[config.mk]
export PLATFORM = sky130hd
export DESIGN_NAME = nc_adapt_controller
export DESIGN_NICKNAME = d
export VERILOG_FILES = /design/src/rtl/nc_adapt_controller.sv
export SDC_FILE = /design/constraint.sdc
export NUM_CORES = 1
export LEC_CHECK = 0
export CAP_MARGIN = 20
export CORE_ASPECT_RATIO = 0.6
export CORE_MARGIN = 1
export CORE_UTILIZATION = 45
export CTS_CLUSTER_DIAMETER = 120
export CTS_CLUSTER_SIZE = 20
export DETAILED_ROUTE_END_ITERATION = 12
export DONT_BUFFER_PORTS = 1
export GPL_TIMING_DRIVEN = 0
export PLACE_DENSITY = 0.65
export SYNTH_ARGS = -nofsm -noshare
export SYNTH_HDL_FRONTEND = slang
export SYNTH_SLANG_ARGS = --single-unit
[constraint.sdc]
create_clock -name clk -period 13.6 [get_ports clk]
set_input_delay 2.04 -clock clk [delete_from_list [all_inputs] [get_ports clk]]
set_output_delay 2.04 -clock clk [all_outputs]
set_load 0.005 [all_outputs]
[src/rtl/nc_adapt_controller.sv]
// Noise-cancellation sequencing controller: IIR/LMS gating, step-size schedule, convergence tracking.
// Optional feature: define NC_DIVERGE_RESTART_EN to restart from WARMUP on divergence instead of HOLD.
module nc_adapt_controller #(
  parameter int unsigned WARMUP_LEN = 32,
  parameter int unsigned CONV_CNT   = 64,
  parameter logic [15:0] TH_CONV    = 16'd256,
  parameter logic [15:0] TH_DIV     = 16'd16384,
  parameter logic [3:0]  MU_FAST    = 4'd4,
  parameter logic [3:0]  MU_SLOW    = 4'd8
) (
  input  logic               clk,
  input  logic               rst,
  input  logic               enable,
  input  logic               sample_valid,
  input  logic signed [15:0] err,
  output logic               iir_en,
  output logic               lms_en,
  output logic [3:0]         mu_shift,
  output logic               coef_clear,
  output logic               out_sel,
  output logic               converged,
  output logic [2:0]         state,
  output logic [7:0]         div_count
);

  typedef enum logic [2:0] {
    S_IDLE   = 3'd0,
    S_WARMUP = 3'd1,
    S_ADAPT  = 3'd2,
    S_TRACK  = 3'd3,
    S_HOLD   = 3'd4
  } state_e;

  localparam logic [7:0]  WARM_LAST = 8'(WARMUP_LEN - 1);
  localparam logic [7:0]  CONV_LAST = 8'(CONV_CNT - 1);
  localparam logic [16:0] TH_HYST   = {TH_CONV, 1'b0};

  state_e      state_q, state_d;
  logic [15:0] avg_q, avg_d;
  logic [7:0]  smp_cnt_q, smp_cnt_d;
  logic [7:0]  conv_cnt_q, conv_cnt_d;
  logic [7:0]  div_count_q, div_count_d;
  logic        coef_clear_q, coef_clear_d;
  logic        iir_en_q, iir_en_d;
  logic        lms_en_q, lms_en_d;
  logic        out_sel_q, out_sel_d;
  logic        converged_q, converged_d;
  logic [3:0]  mu_shift_q, mu_shift_d;

  logic [15:0]        mag;
  logic signed [16:0] diff;
  logic signed [16:0] avg_sum;
  logic [15:0]        avg_nxt;
  logic               diverge;

  always_comb begin
    if (err == 16'sh8000)
      mag = 16'h7fff;
    else if (err[15])
      mag = $unsigned(-err);
    else
      mag = $unsigned(err);
    diff    = $signed({1'b0, mag}) - $signed({1'b0, avg_q});
    avg_sum = $signed({1'b0, avg_q}) + (diff >>> 4);
    avg_nxt = avg_sum[15:0];
  end

  // Thresholds compare against avg_q (pre-update); the updated average only lands next cycle.
  always_comb begin
    state_d      = state_q;
    avg_d        = avg_q;
    smp_cnt_d    = smp_cnt_q;
    conv_cnt_d   = conv_cnt_q;
    div_count_d  = div_count_q;
    coef_clear_d = 1'b0;
    diverge      = 1'b0;
    if (!enable) begin
      state_d = S_IDLE;
    end else begin
      case (state_q)
        S_IDLE: begin
          state_d      = S_WARMUP;
          coef_clear_d = 1'b1;
          avg_d        = '0;
          smp_cnt_d    = '0;
        end
        S_WARMUP: begin
          if (sample_valid) begin
            if (smp_cnt_q == WARM_LAST) begin
              state_d    = S_ADAPT;
              conv_cnt_d = '0;
            end else begin
              smp_cnt_d = smp_cnt_q + 8'd1;
            end
          end
        end
        S_ADAPT: begin
          if (sample_valid) begin
            avg_d = avg_nxt;
            if (avg_q >= TH_DIV) begin
              diverge = 1'b1;
            end else if (avg_q < TH_CONV) begin
              if (conv_cnt_q == CONV_LAST)
                state_d = S_TRACK;
              else
                conv_cnt_d = conv_cnt_q + 8'd1;
            end else begin
              conv_cnt_d = '0;
            end
          end
        end
        S_TRACK: begin
          if (sample_valid) begin
            avg_d = avg_nxt;
            if (avg_q >= TH_DIV) begin
              diverge = 1'b1;
            end else if ({1'b0, avg_q} >= TH_HYST) begin
              state_d    = S_ADAPT;
              conv_cnt_d = '0;
            end
          end
        end
        S_HOLD: state_d = S_HOLD;
        default: state_d = S_IDLE;
      endcase
    end
    if (diverge) begin
      if (div_count_q != 8'hff)
        div_count_d = div_count_q + 8'd1;
`ifdef NC_DIVERGE_RESTART_EN
      state_d      = S_WARMUP;
      coef_clear_d = 1'b1;
      avg_d        = '0;
      smp_cnt_d    = '0;
`else
      state_d = S_HOLD;
`endif
    end
  end

  // Moore outputs decoded from the next state so they register alongside it.
  always_comb begin
    iir_en_d    = 1'b0;
    lms_en_d    = 1'b0;
    out_sel_d   = 1'b0;
    converged_d = 1'b0;
    mu_shift_d  = '0;
    case (state_d)
      S_WARMUP, S_HOLD: iir_en_d = 1'b1;
      S_ADAPT: begin
        iir_en_d   = 1'b1;
        lms_en_d   = 1'b1;
        out_sel_d  = 1'b1;
        mu_shift_d = MU_FAST;
      end
      S_TRACK: begin
        iir_en_d    = 1'b1;
        lms_en_d    = 1'b1;
        out_sel_d   = 1'b1;
        converged_d = 1'b1;
        mu_shift_d  = MU_SLOW;
      end
      default: ;
    endcase
  end

  always_ff @(posedge clk) begin
    if (rst) begin
      state_q      <= S_IDLE;
      avg_q        <= '0;
      smp_cnt_q    <= '0;
      conv_cnt_q   <= '0;
      div_count_q  <= '0;
      coef_clear_q <= 1'b0;
      iir_en_q     <= 1'b0;
      lms_en_q     <= 1'b0;
      out_sel_q    <= 1'b0;
      converged_q  <= 1'b0;
      mu_shift_q   <= '0;
    end else begin
      state_q      <= state_d;
      avg_q        <= avg_d;
      smp_cnt_q    <= smp_cnt_d;
      conv_cnt_q   <= conv_cnt_d;
      div_count_q  <= div_count_d;
      coef_clear_q <= coef_clear_d;
      iir_en_q     <= iir_en_d;
      lms_en_q     <= lms_en_d;
      out_sel_q    <= out_sel_d;
      converged_q  <= converged_d;
      mu_shift_q   <= mu_shift_d;
    end
  end

  assign state      = state_q;
  assign iir_en     = iir_en_q;
  assign lms_en     = lms_en_q;
  assign out_sel    = out_sel_q;
  assign converged  = converged_q;
  assign mu_shift   = mu_shift_q;
  assign coef_clear = coef_clear_q;
  assign div_count  = div_count_q;

endmodule

==> flow_summary.toml, run 1 <==
[run_status]
status = "completed"

[yosys]
yosys-top-cells-area = "dfxtp_1 26%, ha_1 12%, xor2_1 6.2%, nor2_1 6.1%, xnor2_1 4.5%"
synth-edff-count = 0
syn_avg_cell_area_um2 = 7.85
syn_inst = 471
synth_top_area_cell = "dfxtp_1"
yosys_warnings = 0
synth_seq_cells = 48
synth_cell_types = 56
async_flop_share = 0
ys.flop_type = "dfxtp_1"
synth-seq-area-share = 0.260
synth_top_area_frac = 0.260
synth_area_um2 = 3700

[clocking]
cts_root_buf = "clkbuf_16"
clock_path_buffers = 2
cts_buffers = 5
cts_tree = "built"
cts_sinks = 48
post_cts_resized = 0
clk_pin_slew_worst_paths_ps = 60
post_cts_buffers = 0
cts_hold_buf = 0
htreeDepth = 2
clk_latency_ps = 290

[setup_path]
cp_max_fo = 10
criticalPathCategory = "in2reg"
path_delay_family = "compound AO/OA/AOI/OAI gates"
slowest_stage = "or4b_4"
rrSetupSlack_ps = 8950
path_buf_inv = 2
critPathMaxStageDelay_ps = 500
arrival_ps = 8090
crit_required_ps = 13820
cp-start-kind = "input pin"
endpoint_kind = "register"

[detailed_routing]
routedWlPerCell_um = 14.1
vias = 3195
drtIter0Drc = 243
viasPerCell = 5.43
routed_wirelength_um = 8290
drtAntennaViolNets = 0
drc = 0
firstDrtPassIters = 4

[global_routing]
grt-ovfl-total = 0
grtUsageTotal = 0.201
grt_pass1_vias = 2818
grt_pass1_wl_um = 13900
grt_max_degree = 15
antenna_found_initial = 0

[sta]
fin_hold_ws_ps = 476
period_share = 0.579
setup_tns_ps = 0
rsz0062_at_grt = "no"
drv_slew = 0
min_period_ps = 7870
relSlewSlack = 0.474
worst_slew_pin_slew_ps = 782
fmax_mhz = 127
skew_ps = 3.08
setup_violations = 0
hold_viol = 0

[final_layout]
layout_common_cells = "60 x nor2_1, 48 x dfxtp_1, 41 x nand2_1"
final_common_cell = "nor2_1"
final_nets = 534
diodes = 0
drive_gt1_frac = 0.0521
syn_to_final_growth_pct = 8.19
num-fill-cells = 793

[floorplan]
ios = 40
dieWidth_um = 119
dieArea_um2 = 8600
initial_core_util = 0.467
coreArea_um2 = 7910
core.rowCount = 25
dieHeight_um = 72.2

[place]
port_buffers = 0
globalplace.congestion = 0.840
post-dp-hpwl_um = 6660

[job]
max_cap_violations = 0

[min_path]
hp-class = "reg2reg"

[pwr]
powerDensity_nw_per_um2 = 88.8
p_leak_nw = 1.53
ir_drop_mv = 0.0488
[final cells by class]
class                           instances  area [µm²]  area share
Multi-Input combinational cell        380        2560       0.640
Sequential cell                        48         961       0.240
Tap cell                              108         135      0.0338
Clock buffer                            6         129      0.0322
Inverter                               27         101      0.0253
Buffer                                 17        78.8      0.0197
Clock inverter                          2        35.0     0.00876
[through the flow]
stage | std cells | instance area (µm²) | setup WS (ps) | total power [mW] | utilization
3_3_place_gp | 580 | 3840 | 5660 | 0.219 | 0.485
3_5_place_dp | 580 | 3840 | 5500 | 0.221 | 0.485
2_1_floorplan | 472 | 3700 | 6290 | 0.207 | -
5_1_grt | 588 | 4000 | 5280 | 0.374 | 0.506
4_1_cts | 588 | 4000 | 5770 | 0.359 | 0.506
6_report | 588 | 4000 | 5730 | 0.355 | 0.506
[cell usage after synthesis, drive strengths merged (2+ instances only)]
| cell | instances |
|---|---|
| o21ai | 26 |
| nor4 | 5 |
| nand2b | 6 |
| a21o | 7 |
| nand4 | 10 |
| clkbuf | 13 |
| and2 | 3 |
| nand2 | 41 |
| xnor2 | 19 |
| o211ai | 2 |
| nor2b | 10 |
| o21bai | 4 |
| o21a | 4 |
| o31ai | 5 |
| nand3b | 2 |
| or3 | 6 |
| and4 | 2 |
| a211oi | 6 |
| mux2i | 5 |
| or2 | 3 |
| a21boi | 3 |
| a41oi | 2 |
| and3 | 10 |
| dfxtp | 48 |
| nor2 | 60 |
| ha | 34 |
| o41ai | 3 |
| a21oi | 28 |
| buf | 4 |
| xor2 | 26 |
| nor3b | 2 |
| nand3 | 6 |
| nor3 | 11 |
| or4 | 4 |
| a22oi | 11 |
| inv | 27 |
[worst paths after layout]
check / cells past startpoint / from / to
setup / recovery: 26 / err[1] / avg_q[15]$_SDFFE_PP0P_
hold / removal: 2 / avg_q[8]$_SDFFE_PP0P_ / avg_q[8]$_SDFFE_PP0P_
setup reg to reg: 20 / avg_q[6]$_SDFFE_PP0P_ / avg_q[15]$_SDFFE_PP0P_
hold reg to reg: 2 / avg_q[8]$_SDFFE_PP0P_ / avg_q[8]$_SDFFE_PP0P_
[layer usage]
layer	wire (µm)	track usage	part of all wire
met2	3040	0.266	0.37
met1	4720	0.321	0.57
met3	505	0.0511	0.061
met5	0	0	0
met4	21	0.0253	0.0025
[power breakdown]
group          leakage [nW]  switching (mW)  internal (mW)
Clock                0.0808          0.0505         0.0864
Combinational          1.06          0.0434         0.0329
Sequential            0.387        0.000651          0.141
[registers in the layout, indices dropped and copies added, names as in the netlist]
signal and count:
coef_clear 1, converged 1, mu_shift 1, iir_en 1, conv_cnt_q 8, state 3
avg_q 16, out_sel 1, smp_cnt_q 8, div_count 8
[cells by family (layout without fill, tap and decap cells)]
| logic type | count (synthesis) | in the layout | synth area share |
|---|---|---|---|
| simple gates | 184 | 184 | 0.246 |
| other cells | 1 | 2 | 0.00101 |
| xor+xnor | 45 | 45 | 0.107 |
| mux | 6 | 6 | 0.0176 |
| fa+ha+maj | 35 | 35 | 0.120 |
| buf+inv | 44 | 52 | 0.0487 |
| compound gates | 108 | 108 | 0.200 |
| flops | 48 | 48 | 0.260 |
[worst register-to-register path: cells and delay by family, from the launching register on]
family | cells | cell delay (ps)
multiplexers | 1 | 340
flip-flops | 1 | 380
AO/OA/AOI/OAI | 11 | 2190
AND/OR/NAND/NOR | 3 | 550
XOR/XNOR | 2 | 350
adder cells (fa/ha/maj) | 2 | 720
buffers and inverters | 1 | 60
Power figures use the tool's default switching activity.
==> run 2: changes to the inputs <==
- PLACE_DENSITY: 0.65 -> 0.67
- clock period: 13.6 -> 6.4 ns (I/O delays scaled with it)
==> run 2 against run 1 <==
Worst hold slack hardly changed. Utilization is 0.66 points higher. Count of clock-buffer cells in the layout is 1 lower. Critical path type unchanged. Global-route usage is 1.1 points higher. Setup slack worse by 5400 ps. Critical path depth is 2 lower. First-iteration DRC count is 15% lower. Die area stayed put. Via count is 4.1% higher. Clock power is 120% higher.
==> flow_summary.toml, run 2 (synthesized netlist as in run 1, its figures left out) <==
[clocking]
cts_hold_buf = 0
clock_path_buffers = 2
clk_latency_ps = 290
cts_tree = "built"
cts_root_buf = "clkbuf_16"
clk_pin_slew_worst_paths_ps = 70
cts_sinks = 48
cts_buffers = 5
htreeDepth = 2

[final_layout]
final_common_cell = "nor2_1"
drive_gt1_frac = 0.0725
diodes = 0
largest-register = "avg_q"
layout_common_cells = "59 x nor2_1, 48 x dfxtp_1, 41 x nand2_1"
num-fill-cells = 763
stdcell_count = 591
fin_util = 0.512
final_nets = 537
seq_area_um2 = 961
syn_to_final_growth_pct = 9.61
largest_reg_flops = 16
multiInputGateArea_um2 = 2580

[setup_path]
crit_top_cell = "ha_1"
cp-start-kind = "input pin"
path_buf_inv = 1
criticalPathCategory = "in2reg"
arrival_ps = 6310
cp.depth = 24
cp_cell_sequence = "inv_1 -> ha_1 -> or4b_4 -> or2_2 -> or3_4 -> nand2_1 -> ha_1 -> o21ai_0 -> a211oi_1 -> a211oi_2 -> o31ai_4 -> o311a_4 -> o21a_1 -> o21ai_1 -> nor2b_1 -> xnor2_1 -> ha_1 -> or3_1 -> a211oi_2 -> nor3_2 -> a31oi_1 -> xor2_1 -> mux2_4 -> a21oi_2"
cp_max_fo = 6
rr_worst_depth = 19
crit_required_ps = 6620
critPathMaxStageDelay_ps = 500
endpoint_kind = "register"
slowest_stage = "or4b_4"
path_delay_family = "simple AND/OR/NAND/NOR gates"

[global_routing]
grt_max_degree = 16
grt-ovfl-total = 0
grt_pass1_vias = 3078
grtUsageTotal = 0.212
grt_pass1_wl_um = 14700
antenna_found_initial = 0

[pwr]
internal-power_uw = 555
p_leak_nw = 1.55
powerDensity_nw_per_um2 = 189
swShare = 0.275
p_seq_frac = 0.395
p_comb_frac = 0.216
power_uw = 765
power.switching_uw = 210
ir_drop_mv = 0.0945
p_clk_frac = 0.389

[sta]
relSlewSlack = 0.456
min_period_ps = 6090
rsz0062_at_grt = "no"
drv_slew = 0
period_share = 0.951
hold_viol = 0
worst_slew_pin_slew_ps = 810
setup_tns_ps = 0
fmax_mhz = 164
setup_violations = 0
skew_ps = 4.07

[run_status]
status = "completed"

[detailed_routing]
drtIter0Drc = 207
vias = 3325
drtAntennaViolNets = 0
routedWlPerCell_um = 14.7
viasPerCell = 5.63
drc = 0
firstDrtPassIters = 4
routed_wirelength_um = 8670

[min_path]
hold_path_depth = 2
hp-class = "reg2reg"

[floorplan]
coreArea_um2 = 7910
initial_core_util = 0.467
dieWidth_um = 119
dieArea_um2 = 8600
dieHeight_um = 72.2
ios = 40
core.rowCount = 25

[job]
max_cap_violations = 0

[place]
dp.cells = 580
post-dp-hpwl_um = 6890
port_buffers = 0
globalplace.congestion = 0.839
[run 2: stage by stage]
stage                     worst slack (ps)  instance area [µm²]  hold slack [ps]
final                                  313                 4050              476
after global routing                  21.5                 4050              508
after CTS                             35.4                 4020              476
after detailed placement              -534                 3840              467
after global placement                -402                 3840              463
after floorplan                        166                 3700              449
[run 2: worst paths after layout]
check / from / endpoint / slack (ps)
setup / recovery: err[1] / avg_q[15]$_SDFFE_PP0P_ / 310
hold / removal: avg_q[8]$_SDFFE_PP0P_ / avg_q[8]$_SDFFE_PP0P_ / 480
setup reg to reg: avg_q[6]$_SDFFE_PP0P_ / avg_q[15]$_SDFFE_PP0P_ / 2050
hold reg to reg: avg_q[8]$_SDFFE_PP0P_ / avg_q[8]$_SDFFE_PP0P_ / 480
[run 2: power groups by stage]
stage          clock [mW]  combinational, mW  sequential (mW)
4_1_cts             0.301              0.163            0.302
6_report            0.298              0.165            0.302
3_3_place_gp            0              0.157            0.309
5_1_grt             0.314              0.185            0.302
2_1_floorplan           0              0.132            0.308
3_5_place_dp            0              0.161            0.309
[run 2: layout make-up]
| type | count | share of cell area |
|---|---|---|
| Tap cell | 108 | 0.0333 |
| Sequential cell | 48 | 0.237 |
| Buffer | 16 | 0.0185 |
| Inverter | 27 | 0.0250 |
| Clock buffer | 5 | 0.0309 |
| Multi-Input combinational cell | 380 | 0.637 |
| Clock inverter | 3 | 0.0105 |
| Timing Repair Buffer | 4 | 0.00741 |
[run 2: repair_timing]
action | 4_1_cts | 5_1_grt
pin swaps | 0 | 4
cloned | 0 | 0
setup buffers | 0 | 4
gates resized for setup | 4 | 2
endpoints found under the setup margin | 1 | 2
[run 2: layer usage]
| layer | up-vias | wire, µm | global-route usage |
|---|---|---|---|
| li1 | 1687 | - | - |
| met1 | 1554 | 4670 | 0.320 |
| met2 | 78 | 3520 | 0.309 |
| met5 | - | 0 | 0 |
| met4 | 0 | 42 | 0.0352 |
| met3 | 6 | 435 | 0.0448 |
[run 2: worst min-delay path: stages (launching register included)]
cell,delay (ps)
dfxtp_1,320
nand2_1,60
a21oi_1,50
